File: src/rtl/audio_synth_mixer.sv
// Multi-voice audio synthesizer: per-voice phase accumulators and waveform shapers,
// mixed sequentially once per sample period, with gain/saturation and a PDM output.
module audio_synth_mixer #(
    parameter int CHANNELS   = 4,
    parameter int PHASE_W    = 16,
    parameter int SAMPLE_DIV = 512,
    parameter int GAIN_SH    = 3
) (
    input  logic               clk,
    input  logic               reset,
    input  logic               cfg_we,
    input  logic [2:0]         cfg_ch,
    input  logic [1:0]         cfg_addr,
    input  logic [PHASE_W-1:0] cfg_data,
    output logic [15:0]        sample_out,
    output logic               sample_valid,
    output logic               pdm_out,
    output logic [1:0]         dbg_state
);

    localparam int CH_W  = (CHANNELS > 1) ? $clog2(CHANNELS) : 1;
    localparam int NV    = 1 << CH_W;
    localparam int CNT_W = $clog2(SAMPLE_DIV);

    if (SAMPLE_DIV < CHANNELS + 3) begin : g_bad_div
        $error("audio_synth_mixer: SAMPLE_DIV must be at least CHANNELS+3");
    end
    if (CHANNELS < 1 || CHANNELS > 8 || PHASE_W < 12 || PHASE_W > 24 ||
        GAIN_SH < 0 || GAIN_SH > 4) begin : g_bad_param
        $error("audio_synth_mixer: parameter out of range");
    end

    typedef enum logic [1:0] {
        IDLE   = 2'd0,
        ACCUM  = 2'd1,
        OUTPUT = 2'd2
    } state_e;

    state_e             state_q;
    logic [CH_W-1:0]    ch_q;
    logic signed [15:0] acc_q;
    logic [15:0]        sample_q;
    logic               valid_q;
    logic [14:0]        lfsr_q;
    logic [CNT_W-1:0]   cnt_q;
    logic [15:0]        pacc_q;
    logic               pdm_q;

    logic [PHASE_W-1:0] freq_q  [NV];
    logic [PHASE_W-1:0] phase_q [NV];
    logic [3:0]         vol_q   [NV];
    logic [1:0]         wave_q  [NV];
    logic               en_q    [NV];
    logic [7:0]         duty_q  [NV];

    logic               tick;
    logic               cfg_hit;
    logic [CH_W-1:0]    cfg_idx;
    logic [7:0]         t;
    logic [7:0]         tri_u;
    logic signed [7:0]  wave_s;
    logic signed [11:0] wave_x;
    logic signed [11:0] vol_x;
    logic signed [11:0] contrib;
    logic signed [15:0] acc_d;
    logic signed [20:0] mix_wide;
    logic [15:0]        mix;

    assign tick         = (cnt_q == CNT_W'(SAMPLE_DIV - 1));
    assign cfg_hit      = cfg_we && (int'(cfg_ch) < CHANNELS);
    assign cfg_idx      = cfg_ch[CH_W-1:0];
    assign sample_out   = sample_q;
    assign sample_valid = valid_q;
    assign pdm_out      = pdm_q;
    assign dbg_state    = state_q;

    // Shaper for the voice currently selected by ch_q; t is the pre-update phase.
    always_comb begin
        t     = phase_q[ch_q][PHASE_W-1 -: 8];
        tri_u = t[7] ? ~{t[6:0], 1'b0} : {t[6:0], 1'b0};
        case (wave_q[ch_q])
            2'd0:    wave_s = {~t[7], t[6:0]};
            2'd1:    wave_s = (t < duty_q[ch_q]) ? 8'sh7F : 8'sh80;
            2'd2:    wave_s = {~tri_u[7], tri_u[6:0]};
            default: wave_s = lfsr_q[7:0];
        endcase
        wave_x   = {{4{wave_s[7]}}, wave_s};
        vol_x    = {8'd0, vol_q[ch_q]};
        contrib  = en_q[ch_q] ? (wave_x * vol_x) : 12'sd0;
        acc_d    = acc_q + {{4{contrib[11]}}, contrib};
        mix_wide = {{5{acc_d[15]}}, acc_d} <<< GAIN_SH;
        if (mix_wide > 21'sd32767)       mix = 16'h7FFF;
        else if (mix_wide < -21'sd32768) mix = 16'h8000;
        else                             mix = mix_wide[15:0];
    end

    always_ff @(posedge clk or posedge reset) begin
        if (reset) cnt_q <= '0;
        else       cnt_q <= tick ? '0 : cnt_q + CNT_W'(1);
    end

    // Sample is loaded on the last ACCUM edge so it is visible while OUTPUT is active.
    always_ff @(posedge clk or posedge reset) begin
        if (reset) begin
            state_q  <= IDLE;
            ch_q     <= '0;
            acc_q    <= '0;
            sample_q <= 16'h8000;
            valid_q  <= 1'b0;
            lfsr_q   <= 15'h0001;
        end else begin
            valid_q <= 1'b0;
            case (state_q)
                IDLE: begin
                    if (tick) begin
                        state_q <= ACCUM;
                        ch_q    <= '0;
                        acc_q   <= '0;
                    end
                end
                ACCUM: begin
                    acc_q <= acc_d;
                    ch_q  <= ch_q + CH_W'(1);
                    if (ch_q == CH_W'(CHANNELS - 1)) begin
                        state_q  <= OUTPUT;
                        ch_q     <= '0;
                        sample_q <= mix ^ 16'h8000;
                        valid_q  <= 1'b1;
                    end
                end
                OUTPUT: begin
                    lfsr_q  <= {lfsr_q[13:0], lfsr_q[14] ^ lfsr_q[13]};
                    state_q <= IDLE;
                end
                default: state_q <= IDLE;
            endcase
        end
    end

    // A phase-clear write is placed after the accumulate so it wins on the same edge.
    always_ff @(posedge clk or posedge reset) begin
        if (reset) begin
            for (int i = 0; i < NV; i++) begin
                freq_q[i]  <= '0;
                phase_q[i] <= '0;
                vol_q[i]   <= '0;
                wave_q[i]  <= '0;
                en_q[i]    <= 1'b0;
                duty_q[i]  <= '0;
            end
        end else begin
            for (int i = 0; i < NV; i++) begin
                if (state_q == ACCUM && ch_q == CH_W'(i) && en_q[i])
                    phase_q[i] <= phase_q[i] + freq_q[i];
                if (cfg_hit && cfg_idx == CH_W'(i)) begin
                    case (cfg_addr)
                        2'd0: freq_q[i] <= cfg_data;
                        2'd1: begin
                            vol_q[i]  <= cfg_data[3:0];
                            wave_q[i] <= cfg_data[5:4];
                            en_q[i]   <= cfg_data[6];
                        end
                        2'd2:    duty_q[i]  <= cfg_data[7:0];
                        default: phase_q[i] <= '0;
                    endcase
                end
            end
        end
    end

    always_ff @(posedge clk or posedge reset) begin
        if (reset) begin
            pacc_q <= '0;
            pdm_q  <= 1'b0;
        end else begin
            {pdm_q, pacc_q} <= {1'b0, pacc_q} + {1'b0, sample_q};
        end
    end

endmodule

File: config.mk
export PLATFORM = sky130hd
export DESIGN_NAME = audio_synth_mixer
export DESIGN_NICKNAME = d
export VERILOG_FILES = /design/src/rtl/audio_synth_mixer.sv
export SDC_FILE = /design/constraint.sdc
export NUM_CORES = 1
export LEC_CHECK = 0
export CORE_MARGIN = 1.5
export CORE_UTILIZATION = 25
export CTS_CLUSTER_DIAMETER = 60
export DETAILED_ROUTE_END_ITERATION = 12
export MAX_ROUTING_LAYER = met4
export PLACE_DENSITY = 0.4
export RECOVER_POWER = 50
export SLEW_MARGIN = 20
export SYNTH_ARGS = -nofsm -noshare
export SYNTH_HDL_FRONTEND = slang
export SYNTH_SLANG_ARGS = --single-unit
File: constraint.sdc
create_clock -name clk -period 12.3 [get_ports clk]
set_clock_uncertainty 0.1 [all_clocks]
set_input_delay 1.23 -clock clk [delete_from_list [all_inputs] [get_ports clk]]
set_output_delay 1.23 -clock clk [all_outputs]
set_load 0.01 [all_outputs]
==> flow_summary.ini <==
[status]
violations = max-capacitance violations, max-slew violations
outcome = complete, but fails checks

[global_routing]
grt_first_pass_wirelength_um = 68000
overflow = 0
grt_max_degree = 153
track_usage_pct = 13.5
antenna_found_initial = 1
grt_pass1_vias = 11919

[timing]
fin_crit_sh_pct = 77.0
hold_viol = 0
timing.final.ws_setup_ps = 2830
slew_viol_final = 267
worstMarginPinSlew_ps = 5280
final-setup-viol-count = 0
fmax_mhz = 106
totalNegativeSetupSlack_ps = 0
rsz0062_at_grt = false
slew_headroom_pct = -252
min_period_ps = 9470

[clock_network]
clockBufferDepth = 3
root_buffer = clkbuf_16
cts_inserted_buffers = 39
post_cts_buffers = 0
cts.sinks = 264
cts_tree = yes
h-tree-depth = 2
hold_buffers = 0
clk_latency_ps = 560
cts_resized = 0
cts.clk_slew.worst_paths_ps = 60

[routing]
via_per_inst = 4.65
route.detailed.drc = 0
wl_per_cell_um = 17.0
first_iter_violations = 591
vias = 11518
routed_wl_um = 42100
ant_nets = 0
drtPass1Iterations = 5

[critical_path]
crit_arrival_ps = 9780
crit_buf_inv = 4
reg2reg_slack_ps = 2830
crit_family = compound AO/OA/AOI/OAI gates
required_ps = 12610
cpMostUsedCell = ha_1
critPathCaptureType = flop
cp_max_fo = 27
max_stage_delay_ps = 760
crit_type = reg -> reg
crit_slowest_cell = o311ai_1
critPathLaunchType = flop

[floorplan]
die_area_um2 = 65500
start_util_pct = 25.3
die_w_um = 256
core_area_um2 = 63200
pin_count = 44
num_rows = 92
die-height_um = 256

[yosys]
synth_flop_cell = dfrtp_1
synth_top_area_cell = dfrtp_1
synth-seq-area-share_pct = 41.3
synthesis.area_um2 = 16000
synth_edf_count = 0
netlist.area_leader.share_pct = 41.0
synth_fp_nets = 1738
synth.ff_latch_count = 264
yosysWarnings = 0
synth-async-reset-ratio_pct = 100
ys_top_cells_by_area = dfrtp_1 41%, ha_1 9.6%, mux2_2 9.0%, nand2_1 5.1%, a21oi_1 3.9%
post_synth_num_cell_types = 65
syn_inst = 1569
avgSynthCellArea_um2 = 10.2

[placed_design]
dp_hpwl_um = 29600
gp_congestion = 0.851
pre_cts_ws_ps = 2800
io_buffers = 43

[final_layout]
drive_gt1_share_pct = 13.8
area_growth_pct = 15.9
fin_nets = 1774
num_antenna_cells = 0
utilization_pct = 29.3

[pwr]
leakagePower_nw = 8.56
power_density_nw_per_um2 = 167
vdd.ir_drop.worst_v = 0.0000886

[worst_hold_path]
min-delay-path-class = reg -> reg

[job]
drv_cap = 2
## area by class of cell
cell class | count | area (um2)
clock buffers | 53 | 1090
clock inverters | 16 | 151
fillers | 6541 | 44700
inverters | 76 | 289
multi-input cells | 1173 | 8840
flip-flops and latches | 264 | 6610
well taps | 846 | 1060
repair buffers | 51 | 484
## logic make-up (layout without fill, tap and decap cells)
| logic type | Yosys count | after routing | share of synthesized area, % |
|---|---|---|---|
| AND/OR/NAND/NOR | 457 | 457 | 12.7 |
| AO/OA/AOI/OAI | 322 | 322 | 12.7 |
| flip-flops | 264 | 264 | 41.3 |
| multiplexers | 158 | 158 | 12.5 |
| adder cells (fa/ha/maj) | 145 | 145 | 12.4 |
| buffers and inverters | 132 | 196 | 3.39 |
| XOR/XNOR | 91 | 91 | 5.07 |
## synth_stat cells (4+ instances only)
library cell / instances
dfrtp_1: 262
nand2_1: 219
mux2_2: 128
a21oi_1: 123
ha_1: 123
nor2_1: 106
inv_1: 74
xnor2_1: 62
o21ai_0: 51
clkbuf_1: 43
nor3_1: 31
xor2_1: 28
a21o_1: 26
nor2b_1: 24
o21bai_1: 23
fa_1: 22
mux4_2: 20
and3_1: 16
a22o_1: 13
and2_1: 13
o21a_1: 13
nand3_1: 12
a211oi_1: 11
nand2b_1: 11
mux2i_1: 10
o41ai_1: 9
o31ai_1: 8
a2111oi_0: 6
a31oi_1: 6
nor3b_1: 5
o211ai_1: 5
a211o_1: 4
buf_1: 4
buf_6: 4
nand4_1: 4
## layer usage
metal	global-route usage [%]	up-vias	wire length (um)
met4	4.45	0	1140
met3	1.98	62	1360
li1	-	5606	-
met5	-	-	0
met1	17.2	5660	19600
met2	22.0	190	20000
## layout by cell type, fill, tap and decap left out, drive strengths merged, types with 4 or more instances in the layout
master         netlist  layout
nand3               12      12
clkbuf              43      55
and2                13      13
o211ai               6       6
fa                  22      22
o41ai                9       9
ha                 123     123
nand2              219     219
o21ai               55      55
clkdlybuf4s50        0      27
clkinv               1       8
dlygate4sd3          0      16
mux4                20      20
a211oi              12      12
buf                 13       6
o21a                13      13
a22o                13      13
nor2               107     107
a2111oi              6       6
nand2b              11      11
o31ai                8       8
mux2               128     128
xor2                28      28
nand4                4       4
dfrtp              262     262
a31oi                6       6
xnor2               62      62
a21o                26      26
nor3                31      31
a211o                4       4
nor2b               24      24
inv                 75      80
o21bai              23      23
a21oi              124     124
mux2i               10      10
and3                16      16
nor3b                5       5
## through the flow
stage	hold slack, ps	total power [mW]	instance area, um2	instances
3_3_place_gp	342	2.03	17300	2410
3_5_place_dp	343	2.04	17300	2410
2_1_floorplan	325	1.82	16000	1569
5_1_grt	390	3.32	18500	2479
4_1_cts	351	3.16	18600	2479
6_report	346	3.09	18500	2479
## path summary, 6_finish.rpt
kind	cells past startpoint	to	from
worst min-delay path	1	cnt_q[0]	cnt_q[0]
min in group asynchronous	2	pacc_q[5]	reset
max in group asynchronous	3	freq_q[0]	reset
worst min register to register	1	cnt_q[0]	cnt_q[0]
worst max-delay path	36	sample_out[5]	ch_q[0]
worst max register to register	36	sample_out[5]	ch_q[0]
## flip-flops by register name, summed over array words and instances, names as in the netlist
register / cells
freq_q: 64
phase_q: 64
duty_q: 32
acc_q: 16
pacc_q: 16
vol_q: 16
lfsr_q: 15
sample_out: 14
cnt_q: 9
wave_q: 8
en_q: 4
ch_q: 2
dbg_state: 2
pdm_out: 1
sample_valid: 1
## power breakdown
group	switching, mW	leakage, nW	total (mW)	internal [mW]
registers	0.0873	3.40	1.08	0.991
clock network	0.428	0.605	1.08	0.648
logic	0.516	4.55	0.939	0.423
No activity file was read; power rests on OpenSTA's default activity.
